[config.mk]
export PLATFORM = sky130hd
export DESIGN_NAME = i4040_sequencer
export DESIGN_NICKNAME = d
export VERILOG_FILES = /design/src/rtl/i40xx_pkg.sv /design/src/rtl/pc_stack.sv /design/src/rtl/i4040_sequencer.sv
export SDC_FILE = /design/constraint.sdc
export NUM_CORES = 1
export LEC_CHECK = 0
export ABC_AREA = 1
export BUFFER_PORTS_ARGS = -buffer_cell sky130_fd_sc_hd__buf_2
export CORE_ASPECT_RATIO = 0.6
export CORE_UTILIZATION = 59
export DETAILED_ROUTE_END_ITERATION = 7
export PLACE_DENSITY = 0.78
export SETUP_SLACK_MARGIN = 0.3
export SLEW_MARGIN = 15
export SYNTH_ARGS = -nofsm -noshare
export SYNTH_HDL_FRONTEND = slang
export SYNTH_SLANG_ARGS = --single-unit
[constraint.sdc]
create_clock -name clk -period 2.62 [get_ports clk]
set_input_delay 0.524 -clock clk [delete_from_list [all_inputs] [get_ports clk]]
set_output_delay 0.524 -clock clk [all_outputs]
set_load 0.05 [all_outputs]
[src/rtl/i40xx_pkg.sv]
// Shared definitions for the i40xx program sequencer slice.
// Holds the PC command encodings, the RUN/STOPPED state type and a small
// helper that tells whether a command behaves as a plain increment.
package i40xx_pkg;

  // PC command applied at the instruction-cycle boundary.
  typedef enum logic [2:0] {
    OP_NEXT     = 3'd0,
    OP_JUMP     = 3'd1,
    OP_CALL     = 3'd2,
    OP_RET      = 3'd3,
    OP_HOLD     = 3'd4,
    OP_PAGE     = 3'd5,
    OP_RETI     = 3'd6,
    OP_NEXT_ALT = 3'd7
  } pc_op_e;

  // Sequencer run state.
  typedef enum logic {
    ST_RUN     = 1'b0,
    ST_STOPPED = 1'b1
  } seq_state_e;

  // Encodings 0 and 7 both advance the PC by one.
  function automatic logic op_is_next(input pc_op_e op);
    return (op == OP_NEXT) || (op == OP_NEXT_ALT);
  endfunction

endpackage

[src/rtl/pc_stack.sv]
// Return-address stack for the i40xx sequencer.
// Entries are kept oldest-at-index-0; the top of stack is entry sp-1.
// A push into a full stack drops the oldest entry and raises ovf for that
// edge; a pop from an empty stack returns 0 and raises unf.
// Ports:
//   clk, reset      clock, asynchronous active-low reset
//   push, pop       one-edge commands (never asserted together)
//   data            value to push
//   top             current top entry (0 when empty)
//   sp              occupancy 0..DEPTH
//   ovf, unf        combinational error strobes for the current command
module pc_stack #(
  parameter int DEPTH  = 7,
  parameter int ADDR_W = 12
) (
  input  logic              clk,
  input  logic              reset,
  input  logic              push,
  input  logic              pop,
  input  logic [ADDR_W-1:0] data,
  output logic [ADDR_W-1:0] top,
  output logic [3:0]        sp,
  output logic              ovf,
  output logic              unf
);

  logic [DEPTH*ADDR_W-1:0] mem;
  logic [DEPTH*ADDR_W-1:0] mem_nx;
  logic [3:0]              sp_nx;
  logic                    full;
  logic                    empty;

  assign full  = (sp == 4'(DEPTH));
  assign empty = (sp == 4'd0);
  assign ovf   = push & full;
  assign unf   = pop & ~push & empty;

  always_comb begin
    top = '0;
    for (int i = 0; i < DEPTH; i++) begin
      if (sp == 4'(i + 1)) top = mem[i*ADDR_W +: ADDR_W];
    end
  end

  always_comb begin
    mem_nx = mem;
    sp_nx  = sp;
    if (push) begin
      if (full) begin
        // Shift everything one slot toward the bottom, losing the oldest.
        for (int i = 0; i < DEPTH - 1; i++) begin
          mem_nx[i*ADDR_W +: ADDR_W] = mem[(i+1)*ADDR_W +: ADDR_W];
        end
        mem_nx[(DEPTH-1)*ADDR_W +: ADDR_W] = data;
      end else begin
        for (int i = 0; i < DEPTH; i++) begin
          if (sp == 4'(i)) mem_nx[i*ADDR_W +: ADDR_W] = data;
        end
        sp_nx = sp + 4'd1;
      end
    end else if (pop && !empty) begin
      sp_nx = sp - 4'd1;
    end
  end

  always_ff @(posedge clk or negedge reset) begin
    if (!reset) begin
      mem <= '0;
      sp  <= 4'd0;
    end else begin
      mem <= mem_nx;
      sp  <= sp_nx;
    end
  end

endmodule

[src/rtl/i4040_sequencer.sv]
// i4040-style instruction sequencer.
// Runs a fixed NSUB = ANIB+5 subcycle instruction cycle (address nibbles,
// two memory subcycles, three execute subcycles). All PC, stack, interrupt
// and run-state decisions happen only on the boundary edge, i.e. the edge
// leaving the last subcycle.
// Ports:
//   clk, reset        subcycle clock, asynchronous active-low reset
//   pc_op, target     PC command and its destination, sampled at boundary
//   intr, stop        level interrupt and stop requests
//   clr_err           clears the sticky stack flags on any edge
//   sync, sub_idx     boundary marker and current subcycle
//   addr_nib          PC nibble during address subcycles, else 0
//   pc, sp            program counter and stack occupancy
//   int_en, int_ack   interrupt enable and one-cycle entry acknowledge
//   stop_ack          high while STOPPED
//   stack_ovf/unf     sticky stack error flags
module i4040_sequencer
  import i40xx_pkg::*;
#(
  parameter int ANIB    = 3,
  parameter int DEPTH   = 7,
  parameter int INT_VEC = 3
) (
  input  logic              clk,
  input  logic              reset,
  input  logic [2:0]        pc_op,
  input  logic [4*ANIB-1:0] target,
  input  logic              intr,
  input  logic              stop,
  input  logic              clr_err,
  output logic              sync,
  output logic [2:0]        sub_idx,
  output logic [3:0]        addr_nib,
  output logic [4*ANIB-1:0] pc,
  output logic [3:0]        sp,
  output logic              int_en,
  output logic              int_ack,
  output logic              stop_ack,
  output logic              stack_ovf,
  output logic              stack_unf
);

  localparam int                ADDR_W    = 4 * ANIB;
  localparam int                NSUB      = ANIB + 5;
  localparam logic [3:0]        LAST      = 4'(NSUB - 1);
  localparam logic [ADDR_W-1:0] VEC       = ADDR_W'(INT_VEC);
  localparam logic [ADDR_W-1:0] PAGE_MASK = ADDR_W'(8'hFF);

  // Four bits so the counter still reaches NSUB-1 when ANIB=4.
  logic [3:0]        sub_cnt;
  seq_state_e        state;
  logic              boundary;
  pc_op_e            op;
  logic [ADDR_W-1:0] pc_inc;

  logic [ADDR_W-1:0] pc_nx;
  logic              int_en_nx;
  logic              int_ack_nx;
  seq_state_e        state_nx;
  logic              push;
  logic              pop;
  logic [ADDR_W-1:0] push_data;
  logic [ADDR_W-1:0] stk_top;
  logic              ovf_s;
  logic              unf_s;

  assign boundary = (sub_cnt == LAST);
  assign op       = pc_op_e'(pc_op);
  assign pc_inc   = pc + ADDR_W'(1);
  assign sync     = boundary;
  assign sub_idx  = sub_cnt[2:0];
  assign stop_ack = (state == ST_STOPPED);

  always_comb begin
    addr_nib = 4'd0;
    for (int k = 0; k < ANIB; k++) begin
      if (sub_cnt == 4'(k)) addr_nib = pc[4*k +: 4];
    end
  end

  // Boundary decision. An accepted interrupt preempts both the PC command
  // and the stop request; the return address is the PC the command would
  // otherwise have produced.
  always_comb begin
    pc_nx      = pc;
    int_en_nx  = int_en;
    int_ack_nx = int_ack;
    state_nx   = state;
    push       = 1'b0;
    pop        = 1'b0;
    push_data  = pc_inc;
    if (boundary) begin
      int_ack_nx = 1'b0;
      if (state == ST_STOPPED) begin
        if (intr && int_en) begin
          push       = 1'b1;
          push_data  = pc;
          pc_nx      = VEC;
          int_en_nx  = 1'b0;
          int_ack_nx = 1'b1;
          state_nx   = ST_RUN;
        end else if (!stop) begin
          state_nx = ST_RUN;
        end
      end else if (intr && int_en && (op_is_next(op) || op == OP_HOLD)) begin
        push       = 1'b1;
        push_data  = (op == OP_HOLD) ? pc : pc_inc;
        pc_nx      = VEC;
        int_en_nx  = 1'b0;
        int_ack_nx = 1'b1;
      end else begin
        case (op)
          OP_NEXT, OP_NEXT_ALT: pc_nx = pc_inc;
          OP_JUMP:              pc_nx = target;
          OP_CALL: begin
            push  = 1'b1;
            pc_nx = target;
          end
          OP_RET: begin
            pop   = 1'b1;
            pc_nx = stk_top;
          end
          OP_HOLD:              pc_nx = pc;
          OP_PAGE:              pc_nx = (pc & ~PAGE_MASK) | (target & PAGE_MASK);
          OP_RETI: begin
            pop       = 1'b1;
            pc_nx     = stk_top;
            int_en_nx = 1'b1;
          end
          default:              pc_nx = pc;
        endcase
        if (stop) state_nx = ST_STOPPED;
      end
    end
  end

  pc_stack #(
    .DEPTH  (DEPTH),
    .ADDR_W (ADDR_W)
  ) u_stack (
    .clk   (clk),
    .reset (reset),
    .push  (push),
    .pop   (pop),
    .data  (push_data),
    .top   (stk_top),
    .sp    (sp),
    .ovf   (ovf_s),
    .unf   (unf_s)
  );

  always_ff @(posedge clk or negedge reset) begin
    if (!reset) begin
      sub_cnt   <= 4'd0;
      state     <= ST_RUN;
      pc        <= '0;
      int_en    <= 1'b0;
      int_ack   <= 1'b0;
      stack_ovf <= 1'b0;
      stack_unf <= 1'b0;
    end else begin
      sub_cnt   <= boundary ? 4'd0 : sub_cnt + 4'd1;
      state     <= state_nx;
      pc        <= pc_nx;
      int_en    <= int_en_nx;
      int_ack   <= int_ack_nx;
      // A new error on the same edge as clr_err keeps the flag set.
      stack_ovf <= ovf_s | (stack_ovf & ~clr_err);
      stack_unf <= unf_s | (stack_unf & ~clr_err);
    end
  end

endmodule

==> reports/results.tsv <==
stage	metric	value	unit
status	outcome	finished, final reports clean	
placement	dp.cells	1141	
sta	rsz0062_at_grt	true	
sta	drv_slew	0	
synthesis	avgSynthCellArea	6.972	um2
synthesis	synthMuxAreaShare	0	
sta	finalSetupViolations	0	
global_route	grt_pass1_wl	29490	um
sta	slew_headroom	0.5363	
global_route	grt_pass1_vias	5919	
clock_tree	clock_path_buffers	2	
sta	worst_pin_slew	0.6930	ns
synthesis	synth_top_cell_area_share	0.4025	
final_layout	antenna_cells	0	
power_and_ir_drop	ir_drop	0.0003887	V
placement	place_congestion	0.9283	
synthesis	synthCells	972	
synthesis	synth_top_area_cell	dfrtp_1	
placement	numPortBuffers	48	
global_route	overflow	0	
sta	whs	0.1499	ns
synthesis	synthAdderAreaFrac	0.01662	
sta	min_period	2.253	ns
final_layout	nNetsFinal	1052	
setup_path	setup.worst_path.class	flip-flop to primary output	
die	fp-row-count	29	
synthesis	synth_top_family_by_area	simple AND/OR/NAND/NOR gates	
synthesis	synth_common_cells	292 x nand2_1, 123 x inv_1, 109 x dfrtp_1	
setup_path	critical_path_required	2.10	ns
synthesis	syn-cell-area	6776	um2
die	coreArea	10850	um2
power_and_ir_drop	p_leak	0.004139	uW
setup_path	crit_fanout	6	
setup_path	arrival	1.73	ns
power_and_ir_drop	power_density	717.7	nW/um2
final_layout	final_cells	1166	
sta	tns	0	ns
synthesis	synth_area_leaders	dfrtp_1 40%, nand2_1 16%, inv_1 6.8%	
synthesis	synth_compound_area_frac	0.1817	
synthesis	synth.net_count	1001	
die	dieWidth	140.4	um
clock_tree	cts_sinks	109	
synthesis	synth-simple-area-share	0.2720	
clock_tree	cts_buffers	9	
sta	skew	0.009215	ns
die	initial_core_util	0.6246	
detailed_routing	vias	6475	
final_layout	fillers	923	
setup_path	end_kind	primary output	
synthesis	ys.flop_type	dfrtp_1	
global_route	grtUsageTotal	0.3151	
synthesis	ys_ff_latch	109	
die	ios	49	
global_route	grt_max_degree	46	
setup_path	start_kind	flip-flop	
sta	fmax	0.4439	GHz
setup_path	r2r_cells	8	
clock_tree	cts_tree	done	
synthesis	async_flop_share	1.000	
synthesis	ys_types	38	
clock_tree	clkLatencyLatePin	0.35	ns
die	die_h	85.02	um
clock_tree	htreeDepth	3	
placement	detailed_place_hpwl	12980	um
final_layout	multiInputGateArea	3376	um2
final_layout	syn2layout_area_growth	12.35	%
detailed_routing	drtIter0Drc	694	
clock_tree	clkTransAtPathRegs	0.07	ns
synthesis	synth_edf_count	0	
run	drv_cap	0	
detailed_routing	finalWirelength	17700	um
detailed_routing	wire_per_inst	15.18	um
detailed_routing	drcViolationCount	0	
synthesis	ys_seq_area_frac	0.4025	
synthesis	synthMostInstantiatedCell	nand2_1	
sta	hold_viol	0	
synthesis	synth-xor-area-share	0.01809	
detailed_routing	first_pass_iters	5	
synthesis	yosysWarnings	0	
detailed_routing	vias_per_cell	5.553	
global_route	antenna_found_initial	0	
die	dieArea	11930	um2
min_path	hold_path_class	input port to asynchronous set/reset pin	
final_layout	drive_gt1_frac	0.1568	
detailed_routing	postRouteAntennaNets	0	
sta	period_share	0.8599	
clock_tree	cts-root-buf	clkbuf_16	
final_layout	seq_area	2729	um2
==> power breakdown <==
part / total [uW] / internal (uW) / switching, uW
Clock: 1330 / 698 / 627
Combinational: 2150 / 650 / 1500
Sequential: 1990 / 1830 / 153
==> metal layers <==
layer  share of wire  vias to the layer above  wire length, um  track usage
li1                -                     3188                -            -
met1            0.50                     3043             8807       0.4902
met5               0                        -                0            0
met2            0.41                      222             7285       0.4591
met3           0.082                       22             1455      0.05982
met4          0.0088                        0              155      0.05295
==> worst max-delay path, cell delays in order, from the launching register on <==
cell and delay (ns):
dfrtp_2 0.46, inv_1 0.10, ha_1 0.16, nand2_1 0.12, nor3_1 0.16, o21ai_0 0.10
o21ai_1 0.10, buf_6 0.18
==> what timing repair did <==
action	4_1_cts	5_1_grt
resized for setup	6	28
pin swaps	1	0
setup buffers	7	2
endpoints found under the setup margin	56	104
gates cloned	0	1
hold buffers	0	0
endpoints found under the hold margin	0	0
==> cell type report <==
class	instances	area share
multi-input combinational	689	0.4434
sequential	109	0.3584
inverter	135	0.06935
timing repair buffer	78	0.06754
clock buffer	11	0.03320
tap	139	0.02284
clock inverter	4	0.004273
timing repair inverter	1	0.0009860
==> cell families after synthesis <==
logic type                 count (synthesis)
and+or+nand+nor                          439
AOI/OAI and AO/OA                        227
buffers and inverters                    174
DFF                                      109
xor gates and xnor gates                  14
adders and majority gates                  9
==> placed cells by master, fill, tap and decap left out, types with 7 or more instances in the layout <==
master	count
nand2_1	290
inv_1	119
dfrtp_1	108
a21oi_1	86
o21ai_0	82
nor2_1	62
buf_2	43
nand3_1	40
o21ai_1	33
buf_4	30
xor2_1	13
o21ai_2	9
nand4_1	9
clkbuf_16	9
inv_2	8
nand2_2	8
or2_2	8
ha_1	7
==> state kept, by name, summed over array words and instances (netlist names) <==
| name | flops |
|---|---|
| u_stack.mem | 84 |
| u_stack.sp | 4 |
| stop_ack | 1 |
| sub_cnt | 4 |
| int_en | 1 |
| int_ack | 1 |
| stack_ovf | 1 |
| stack_unf | 1 |
| pc | 12 |
==> metrics by stage <==
stage	area, um2	setup WS [ns]	util	total power (uW)
global route	7614	0.2511	0.7018	5814
global placement	7151	0.2494	0.6591	4045
CTS	7506	0.3015	0.6918	5406
floorplan	6777	0.3183	-	3502
finish	7614	0.3671	0.7018	5464
detailed placement	7151	0.1678	0.6591	4082
==> final timing paths <==
path	start	end	slack [ns]
worst max-delay path	sub_cnt[0]$_DFF_PN0_	addr_nib[0]	0.37
worst min-delay path	reset	u_stack.mem[7]$_DFFE_PN0P_	0.15
worst max register to register	u_stack.sp[0]$_DFFE_PN0P_	u_stack.mem[73]$_DFFE_PN0P_	0.42
worst min register to register	int_ack$_DFFE_PN0P_	int_ack$_DFFE_PN0P_	0.49
max in group asynchronous	reset	pc[8]$_DFFE_PN0P_	1.84
min in group clk	clr_err	stack_unf$_DFF_PN0_	0.41
No activity file was read; power rests on OpenSTA's default activity.
